--- config.mk ---
export PLATFORM = sky130hd
export DESIGN_NAME = u_sb
export DESIGN_NICKNAME = d
export VERILOG_FILES = /design/src/rtl/u_sb.sv
export SDC_FILE = /design/constraint.sdc
export NUM_CORES = 1
export LEC_CHECK = 0
export CAP_MARGIN = 10
export CORE_MARGIN = 4
export CORE_UTILIZATION = 30
export CTS_BUF_LIST = sky130_fd_sc_hd__clkbuf_2
export CTS_CLUSTER_DIAMETER = 50
export CTS_CLUSTER_SIZE = 20
export DETAILED_ROUTE_END_ITERATION = 6
export GPL_TIMING_DRIVEN = 0
export HOLD_SLACK_MARGIN = 0.05
export PLACE_DENSITY = 0.58
export REMOVE_ABC_BUFFERS = 1
export SYNTH_ARGS = -nofsm -noshare
export SYNTH_HDL_FRONTEND = slang
export SYNTH_SLANG_ARGS = --single-unit
export TNS_END_PERCENT = 5
--- constraint.sdc ---
create_clock -name clk -period 4.1 [get_ports clk]
set_clock_uncertainty 0.2 [all_clocks]
set_input_delay 0.615 -clock clk [delete_from_list [all_inputs] [get_ports clk]]
set_output_delay 0.615 -clock clk [all_outputs]
set_load 0.01 [all_outputs]
--- src/rtl/u_sb.sv ---
// u_sb: issue scoreboard and hazard scheduler between decode and execute.
// Tracks every architectural register that has a write in flight and holds
// decode on RAW, WAW and load-capacity hazards. Fixed-latency results are
// tracked by a shift pipe that mirrors the execute pipe. Loads are tracked
// by per-register busy bits that the LSU write-back releases.
module u_sb #(
  parameter int ALU_LAT = 4,
  parameter int LD_MAX  = 2
) (
  input  logic        clk,
  input  logic        rstn,
  input  logic        iss_valid,
  input  logic [4:0]  iss_rs1_a,
  input  logic        iss_rs1_use,
  input  logic [4:0]  iss_rs2_a,
  input  logic        iss_rs2_use,
  input  logic [4:0]  iss_rd_a,
  input  logic        iss_rd_we,
  input  logic        iss_is_ld,
  input  logic        flush,
  input  logic        ld_wb_e,
  input  logic [4:0]  ld_wb_a,
  output logic        iss_stall,
  output logic        iss_fire,
  output logic [31:0] busy,
  output logic [2:0]  ld_cnt,
  output logic        err
);

  localparam logic [2:0] LP_LD_MAX = 3'(LD_MAX);

  // Shift pipe: one {vld, addr} entry per cycle of fixed-latency write.
  logic [ALU_LAT-1:0] r_pipe_vld;
  logic [4:0]         r_pipe_a [ALU_LAT];

  logic [31:0] r_ld_busy;
  logic [2:0]  r_ld_cnt;
  logic        r_err;

  logic [31:0] w_pipe_busy;
  logic [31:0] w_busy;
  logic        w_hazard;
  logic        w_rd_nz;
  logic        w_alu_push;
  logic        w_ld_fire;
  logic        w_ld_set;
  logic        w_wb_dec;
  logic [31:0] w_ld_clr_mask;
  logic [31:0] w_ld_set_mask;
  logic        w_err_evt;

  // Decode the shift pipe into a per-register pending vector.
  always_comb begin
    w_pipe_busy = '0;
    for (int i = 0; i < ALU_LAT; i++) begin
      if (r_pipe_vld[i]) begin
        w_pipe_busy[r_pipe_a[i]] = 1'b1;
      end
    end
  end

  // x0 is never tracked, so it can never cause a stall.
  assign w_busy = (r_ld_busy | w_pipe_busy) & ~32'd1;

  // Hazards use registered state only; same-cycle releases do not unstall.
  assign w_hazard = (iss_rs1_use & w_busy[iss_rs1_a])
                  | (iss_rs2_use & w_busy[iss_rs2_a])
                  | (iss_rd_we   & w_busy[iss_rd_a])
                  | (iss_is_ld   & (r_ld_cnt == LP_LD_MAX));

  // Stall ignores flush; flush only suppresses the fire.
  assign iss_stall = iss_valid & w_hazard;
  assign iss_fire  = iss_valid & ~w_hazard & ~flush;

  assign w_rd_nz    = (iss_rd_a != 5'd0);
  assign w_alu_push = iss_fire & iss_rd_we & ~iss_is_ld & w_rd_nz;
  assign w_ld_fire  = iss_fire & iss_is_ld;
  assign w_ld_set   = w_ld_fire & iss_rd_we & w_rd_nz;
  assign w_wb_dec   = ld_wb_e & (r_ld_cnt != 3'd0);

  assign w_ld_clr_mask = ld_wb_e  ? (32'd1 << ld_wb_a)  : 32'd0;
  assign w_ld_set_mask = w_ld_set ? (32'd1 << iss_rd_a) : 32'd0;

  // Any write-back the scoreboard cannot account for is a protocol error.
  assign w_err_evt = ld_wb_e & (~r_ld_busy[ld_wb_a]
                              | (r_ld_cnt == 3'd0)
                              | w_pipe_busy[ld_wb_a]
                              | (w_ld_set & (iss_rd_a == ld_wb_a)));

  // Advance the fixed-latency pipe every cycle; the oldest entry drops off.
  always_ff @(posedge clk or negedge rstn) begin
    if (!rstn) begin
      r_pipe_vld <= '0;
      for (int i = 0; i < ALU_LAT; i++) begin
        r_pipe_a[i] <= 5'd0;
      end
    end else begin
      for (int i = ALU_LAT - 1; i > 0; i--) begin
        r_pipe_vld[i] <= r_pipe_vld[i-1];
        r_pipe_a[i]   <= r_pipe_a[i-1];
      end
      r_pipe_vld[0] <= w_alu_push;
      r_pipe_a[0]   <= w_alu_push ? iss_rd_a : 5'd0;
    end
  end

  // Load busy bits: write-back clears, a new load sets, and set wins.
  always_ff @(posedge clk or negedge rstn) begin
    if (!rstn) begin
      r_ld_busy <= '0;
    end else begin
      r_ld_busy <= (r_ld_busy & ~w_ld_clr_mask) | w_ld_set_mask;
    end
  end

  // Outstanding-load count; a write-back at zero leaves the count at zero.
  always_ff @(posedge clk or negedge rstn) begin
    if (!rstn) begin
      r_ld_cnt <= 3'd0;
    end else begin
      case ({w_ld_fire, w_wb_dec})
        2'b10:   r_ld_cnt <= r_ld_cnt + 3'd1;
        2'b01:   r_ld_cnt <= r_ld_cnt - 3'd1;
        default: r_ld_cnt <= r_ld_cnt;
      endcase
    end
  end

  // Sticky error flag, cleared only by reset.
  always_ff @(posedge clk or negedge rstn) begin
    if (!rstn) begin
      r_err <= 1'b0;
    end else begin
      r_err <= r_err | w_err_evt;
    end
  end

  assign busy   = w_busy;
  assign ld_cnt = r_ld_cnt;
  assign err    = r_err;

endmodule

==> Word level (Yosys, flattened, before mapping) <==
Index checks and enable logic that the tools add are counted.
{ "word_totals": {"reg_bits": 60, "in_bits": 29, "out_inout_bits": 38, "word_cells": 96} }
{ "classes": {"n_addsub": 2, "n_lt_le_gt_ge": 12, "n_eq_ne": 4, "shift": 2, "muxes": 26, "n_bitwise": 34, "reduce_logical": 8} }
{ "op_table": {"columns": ["op", "count"], "rows": [
  ["$mux W32", 6],
  ["$or A32 B32 Y32", 5],
  ["$shl A1 B5 Y32 const A", 2],
  ["$lt A5 B6 Y1 const B", 8],
  ["$and A32 B32 Y32", 1],
  ["$not A32 Y32", 1],
  ["$bmux W1 S5", 5],
  ["$demux W1 S5", 4],
  ["$ge A5 B1 Y1 const B", 4],
  ["$and A1 B1 Y1", 16],
  ["$mux W1", 9],
  ["$or A1 B1 Y1", 7],
  ["$pmux W3 S2", 1],
  ["$eq A5 B5 Y1", 1],
  ["$mux W5", 1],
  ["$reduce_bool A5 Y1", 1],
  ["$logic_and A1 B1 Y1", 4],
  ["$not A1 Y1", 4],
  ["$add A3 B1 Y3 const B", 1],
  ["$eq A3 B2 Y1 const B", 1],
  ["$logic_not A3 Y1", 1],
  ["$reduce_bool A3 Y1", 1],
  ["$sub A3 B1 Y3 const B", 1],
  ["$eq A2 B1 Y1 const B", 1],
  ["other kinds (2)", 2]
]} }

==> Logic depth before layout (Yosys ltp) <==
{ "depth": {"word_depth": 28, "ltp_mapped": 16, "depth_no_buf": 15} }

==> Worst setup path before layout <==
Ideal clock, no wire load.
{ "synth_timing": {"path_type": "reg2reg", "start": "register r_pipe_a[17] (netlist bit)", "end": "register r_ld_cnt[2] (netlist: ld_cnt[2])", "setup_ns": 0.079, "arrival_time_ns": 3.264, "required_ns": 3.821, "slack_ns": 0.557, "stages_incl_launch_ff": 16, "n_path_buf": 0, "synth_period_minus_slack_ns": 3.543, "path_cell_list": "dfrtp_1 > or4b_2 > o22a_1 > nand3b_1 > o2111ai_1 > o2bb2ai_1 > nor4_1 > nor3_1 > nand4b_2 > nand4bb_1 > ha_1 > inv_1 > fa_1 > xor2_1 > nor2_1 > xor2_1"} }
{ "synth_via": {"elab_chain_len": 24, "word_cells_on_any_way": 33, "cone_classes": "order compare (2); eq/ne (2); mux (13); bitwise (14); reduce/logical (2)"} }
{ "synth_lines": {"columns": ["element", "line_no", "text"], "rows": [
  ["start: declaration", "34", "logic [4:0] r_pipe_a [ALU_LAT];"],
  ["start signal: indexed assignment", "100", "r_pipe_a[i] <= r_pipe_a[i-1];"],
  ["$lt A5 B6 Y1 (implied by the code) or $ge A5 B1 Y1 (tied branches)", "57", "w_pipe_busy[r_pipe_a[i]] = 1'b1;"],
  ["$logic_and A1 B1 Y1 (implied by the code)", "57", null],
  ["$mux W1 (implied by the code)", "57", null],
  ["$demux W1 S5 *", "57", null],
  ["$mux W32 *", "56", "if (r_pipe_vld[i]) begin"],
  ["$or A32 B32 Y32 (no line)", null, null],
  ["$mux W32 *", "56", null],
  ["$or A32 B32 Y32 (no line)", null, null],
  ["[... 4 more ...]", null, null],
  ["via busy[1]", "25", "output logic [31:0] busy,"],
  ["[... 3 more ...]", null, null],
  ["$or A1 B1 Y1", "67", "| (iss_rs2_use & w_busy[iss_rs2_a])"],
  ["$or A1 B1 Y1 *", "68", "| (iss_rd_we & w_busy[iss_rd_a])"],
  ["$or A1 B1 Y1 *", "69", "| (iss_is_ld & (r_ld_cnt == LP_LD_MAX));"],
  ["$not A1 Y1 *", "73", "assign iss_fire = iss_valid & ~w_hazard & ~flush;"],
  ["$and A1 B1 Y1 * (2 in a row)", "73", null],
  ["$and A1 B1 Y1 *", "77", "assign w_ld_fire = iss_fire & iss_is_ld;"],
  ["$eq A2 B1 Y1 or $eq A2 B2 Y1 (tied branches)", "121", "case ({w_ld_fire, w_wb_dec})"],
  ["$pmux W3 S2 or $reduce_bool A2 Y1 (tied branches)", null, null],
  ["end signal: assignment", "122", "2'b10: r_ld_cnt <= r_ld_cnt + 3'd1;"],
  ["end signal: assignment", "123", "2'b01: r_ld_cnt <= r_ld_cnt - 3'd1;"],
  ["end signal: assignment", "124", "default: r_ld_cnt <= r_ld_cnt;"],
  ["end: declaration", "37", "logic [2:0] r_ld_cnt;"]
]} }
The timed path passes the listed nets; every way through them passes the cells marked *. The select of a mux whose other input is x is not followed.
A chain may end at the register's enable or synchronous reset.

==> Worst setup path after layout <==
{ "layout_timing": {"start": "register r_pipe_vld[0]", "end": "output iss_fire"} }
{ "layout_via": {"elab_chain_len": 17, "word_cells_on_any_way": 23, "cone_classes": "mux (10); bitwise (13)"} }
{ "layout_lines": {"columns": ["element", "line_no", "text"], "rows": [
  ["start: declaration", "33", "logic [ALU_LAT-1:0] r_pipe_vld;"],
  ["start signal: indexed assignment", "99", "r_pipe_vld[i] <= r_pipe_vld[i-1];"],
  ["start signal: assignment", "102", "r_pipe_vld[0] <= w_alu_push;"],
  ["$mux W32 *", "56", null],
  ["$or A32 B32 Y32 (no line)", null, null],
  ["$mux W32 *", "56", null],
  ["$or A32 B32 Y32 (no line)", null, null],
  ["$mux W32 *", "56", null],
  ["$or A32 B32 Y32 (no line)", null, null],
  ["$mux W32 *", "56", null],
  ["$or A32 B32 Y32 *", "63", "assign w_busy = (r_ld_busy | w_pipe_busy) & ~32'd1;"],
  ["$bmux W1 S5, on equally long branches", "66, 67", null],
  ["$mux W1, on equally long branches", "66, 67", null],
  ["$and A1 B1 Y1, on equally long branches", "66, 67", null],
  ["$or A1 B1 Y1", "67", null],
  ["$or A1 B1 Y1 *", "68", null],
  ["$or A1 B1 Y1 *", "69", null],
  ["$not A1 Y1 *", "73", null],
  ["$and A1 B1 Y1 * (2 in a row)", "73", null],
  ["end: declaration", "24", "output logic iss_fire,"]
]} }
Mark *: on every way between the ends. The rest lies on a longest branch, timed or not. The select of a mux whose other input is x is not followed.

==> flow_summary_export.csv <==
group,metric,value,unit
status,status,"complete, but fails checks",
status,violations,"negative setup slack",
place,gp_congestion,1.01,
floorplanning,start_util,0.307,
logic_synthesis,syn_area_per_cell,7.75,um2
logic_synthesis,yosysSeqAreaShare,0.295,
floorplanning,die_w,138,um
logic_synthesis,synthDistinctLibCells,70,
finish,nets,752,
drt,vias,6094,
finish,diodes,0,
worst_setup_path,r2r_setup_slack,-0.08,ns
worst_hold_path,hp-class,"reg -> reg",
floorplanning,die_area,19100,um2
logic_synthesis,synthesis.yosys.warnings,0,
global_routing,grt_use_total,0.226,
worst_setup_path,crit_path_top_delay_cell,"or4_4",
finish,drive_gt1_frac,0.197,
worst_setup_path,end_kind,"primary output",
drt,drtPass1Iterations,6,
timing,tightest_slew,1.24,ns
global_routing,antenna_found_initial,0,
drt,routed_wl,22600,um
floorplanning,core-area,16600,um2
place,hpwl,16500,um
global_routing,gr-total-overflow,0,
logic_synthesis,yosysTopAreaCell,"dfrtp_1",
timing,fmax,237,MHz
finish,post-route-cell-area,6560,um2
worst_setup_path,r2r_cells,18,
logic_synthesis,synth_edf_count,0,
logic_synthesis,synth_common_cells,"dfrtp_1, nor2_1, o22ai_1, nand2_1, o21ai_0",
clocking,cts_buffers,9,
floorplanning,ios,67,
place,dp_slack,-1.52,ns
logic_synthesis,synth_area_leaders,"dfrtp_1, o22ai_1, o21ai_0",
worst_setup_path,slowest_delay,0.56,ns
clocking,clk_latency,0.56,ns
drt,antenna_left,0,
timing,period_minus_slack,4.21,ns
logic_synthesis,synth_flop_cell,"dfrtp_1",
clocking,cts_sinks,60,
logic_synthesis,yosysTopAreaCellShare,0.295,
global_routing,grt_pass1_vias,5583,
power_and_ir_drop,p_leak,2.43,nW
clocking,cts_tree,"yes",
worst_setup_path,reg2reg_from,"r_pipe_vld[2]",
finish,fillers,1760,
timing,max-slew-margin-rel,0.170,
power_and_ir_drop,p_per_area,239,nW/um2
drt,viasPerCell,6.44,
floorplanning,die_h,138,um
logic_synthesis,synth.most_common_cell,"dfrtp_1",
worst_setup_path,crit_type,"reg -> out",
worst_setup_path,start_kind,"register",
place,dpl_cell_area,5850,um2
clocking,cts_buffer_depth,2,
floorplanning,placementRows,47,
logic_synthesis,netlist_area,5090,um2
place,numPortBuffers,65,
worst_setup_path,required,3.28,ns
worst_hold_path,hold_start,"r_pipe_a[15]",
global_routing,grt_pass1_wl,33900,um
power_and_ir_drop,peakVddDrop,0.000137,V
worst_hold_path,min_to,"r_pipe_a[10]",
job,max_cap_violations,0,
worst_setup_path,path_max_fanout,5,
logic_synthesis,async_flop_share,1.00,
clocking,ctsHtreeMaxLevel,3,
timing,setup_violations,3,
drt,drt_iter0_markers,827,
timing,layout_setup_ws,-0.112,ns
drt,drc,0,
worst_hold_path,hold_depth,0,
finish,syn_to_final_growth,28.8,%
timing,rsz0062_at_grt,"true",
timing,slew_violations,0,
clocking,cts-root-buf,"clkbuf_2",
worst_setup_path,worstPathCellList,"or4b_4, nor2_2, or4_4, a311o_1, nand4_1, a41oi_2, a211oi_4, nand4b_4, buf_6, nor3b_2, buf_2",
worst_setup_path,worstSetupStartpoint,"r_pipe_vld[0]",
worst_setup_path,cp_top_family,"simple AND/OR/NAND/NOR gates",
worst_setup_path,crit_buf_inv,2,
logic_synthesis,ys_seq_elements,60,
timing,finalCritPeriodShare,1.03,
timing,hold_viol_final,0,
logic_synthesis,syn_inst,657,
worst_setup_path,rr_endpoint,"ld_cnt[2]",
worst_setup_path,worst_ep_arrival_time,3.40,ns
drt,wl_per_cell,23.9,um
global_routing,grt_max_degree,39,
clocking,path_clk_slew,0.16,ns
[routing by layer]
layer  vias to the layer above  global-route usage  wire length, um
met5                         -              0.0226               57
met4                         2              0.0796              770
met3                        71              0.0829             2880
met2                       454               0.333             9720
met1                      2884               0.305             9160
li1                       2683                   -                -
[placed cells by master (no fill, tap or decap), types with 16 or more instances in the layout]
cell and instances:
clkdlybuf4s50_1 62, nor2_1 53, o21ai_0 50, nand2_1 46
o22ai_1 43, dfrtp_1 38, nand3_1 34, inv_1 32
o31ai_1 24, dfrtp_2 22, buf_4 20, nor3_1 17
a21oi_1 16
[through the flow]
stage	TNS [ns]	util	instances	hold slack (ns)	total power [W]
after global placement	-29.23	0.352	902	0.242	0.00116
after floorplan	0	-	617	0.119	0.000918
after global routing	-0.882	0.395	946	0.299	0.00165
final	-0.278	0.395	946	0.285	0.00156
after CTS	-0.208	0.389	941	0.282	0.00155
after detailed placement	-26.08	0.353	904	0.252	0.00116
[layout make-up]
type                    instances  area, um2  area share
clock buffers                   9       45.0     0.00687
inverters                      35        133      0.0202
clock inverters                 7       50.0     0.00763
well taps                     220        275      0.0420
repair buffers                 91        870       0.133
flip-flops and latches         60       1530       0.233
multi-input cells             524       3650       0.557
[cells by family after synthesis]
kind of cell | Yosys count | share of synthesized area
AO/OA/AOI/OAI | 215 | 0.283
XOR/XNOR | 3 | 0.00516
adder cells (fa/ha/maj) | 2 | 0.00639
buffers and inverters | 75 | 0.0617
flip-flops | 60 | 0.295
multiplexers | 12 | 0.0243
other | 1 | 0.000737
AND/OR/NAND/NOR | 289 | 0.323
[sequential cells by signal (all words and copies together), names as in the netlist]
| register | flops |
|---|---|
| r_ld_busy | 32 |
| r_pipe_a | 20 |
| r_pipe_vld | 4 |
| ld_cnt | 3 |
| err | 1 |
[timing repair]
item | in CTS | in global routing
hold endpoints to repair | 22 | 0
gates cloned | 2 | 0
pin swaps | 14 | 10
hold buffers | 1 | 0
endpoints found under the setup margin | 28 | 4
gates resized for setup | 92 | 17
setup buffers | 18 | 5
[power by group]
group	internal [W]	leakage [nW]	switching (W)
sequential	0.000631	0.784	0.0000612
clock	0.0000806	0.0547	0.000244
combinational	0.000235	1.59	0.000313
[worst max path at each step]
stage	endpoint	slack (ns)	cells past startpoint
2_1_floorplan	ld_cnt[2]	0.03	15
3_3_place_gp	iss_fire	-1.62	10
3_5_place_dp	iss_fire	-1.52	10
4_1_cts	iss_fire	-0.10	11
5_1_grt	iss_fire	-0.31	12
6_report	iss_fire	-0.11	11
(Power assumes the default switching activity.)
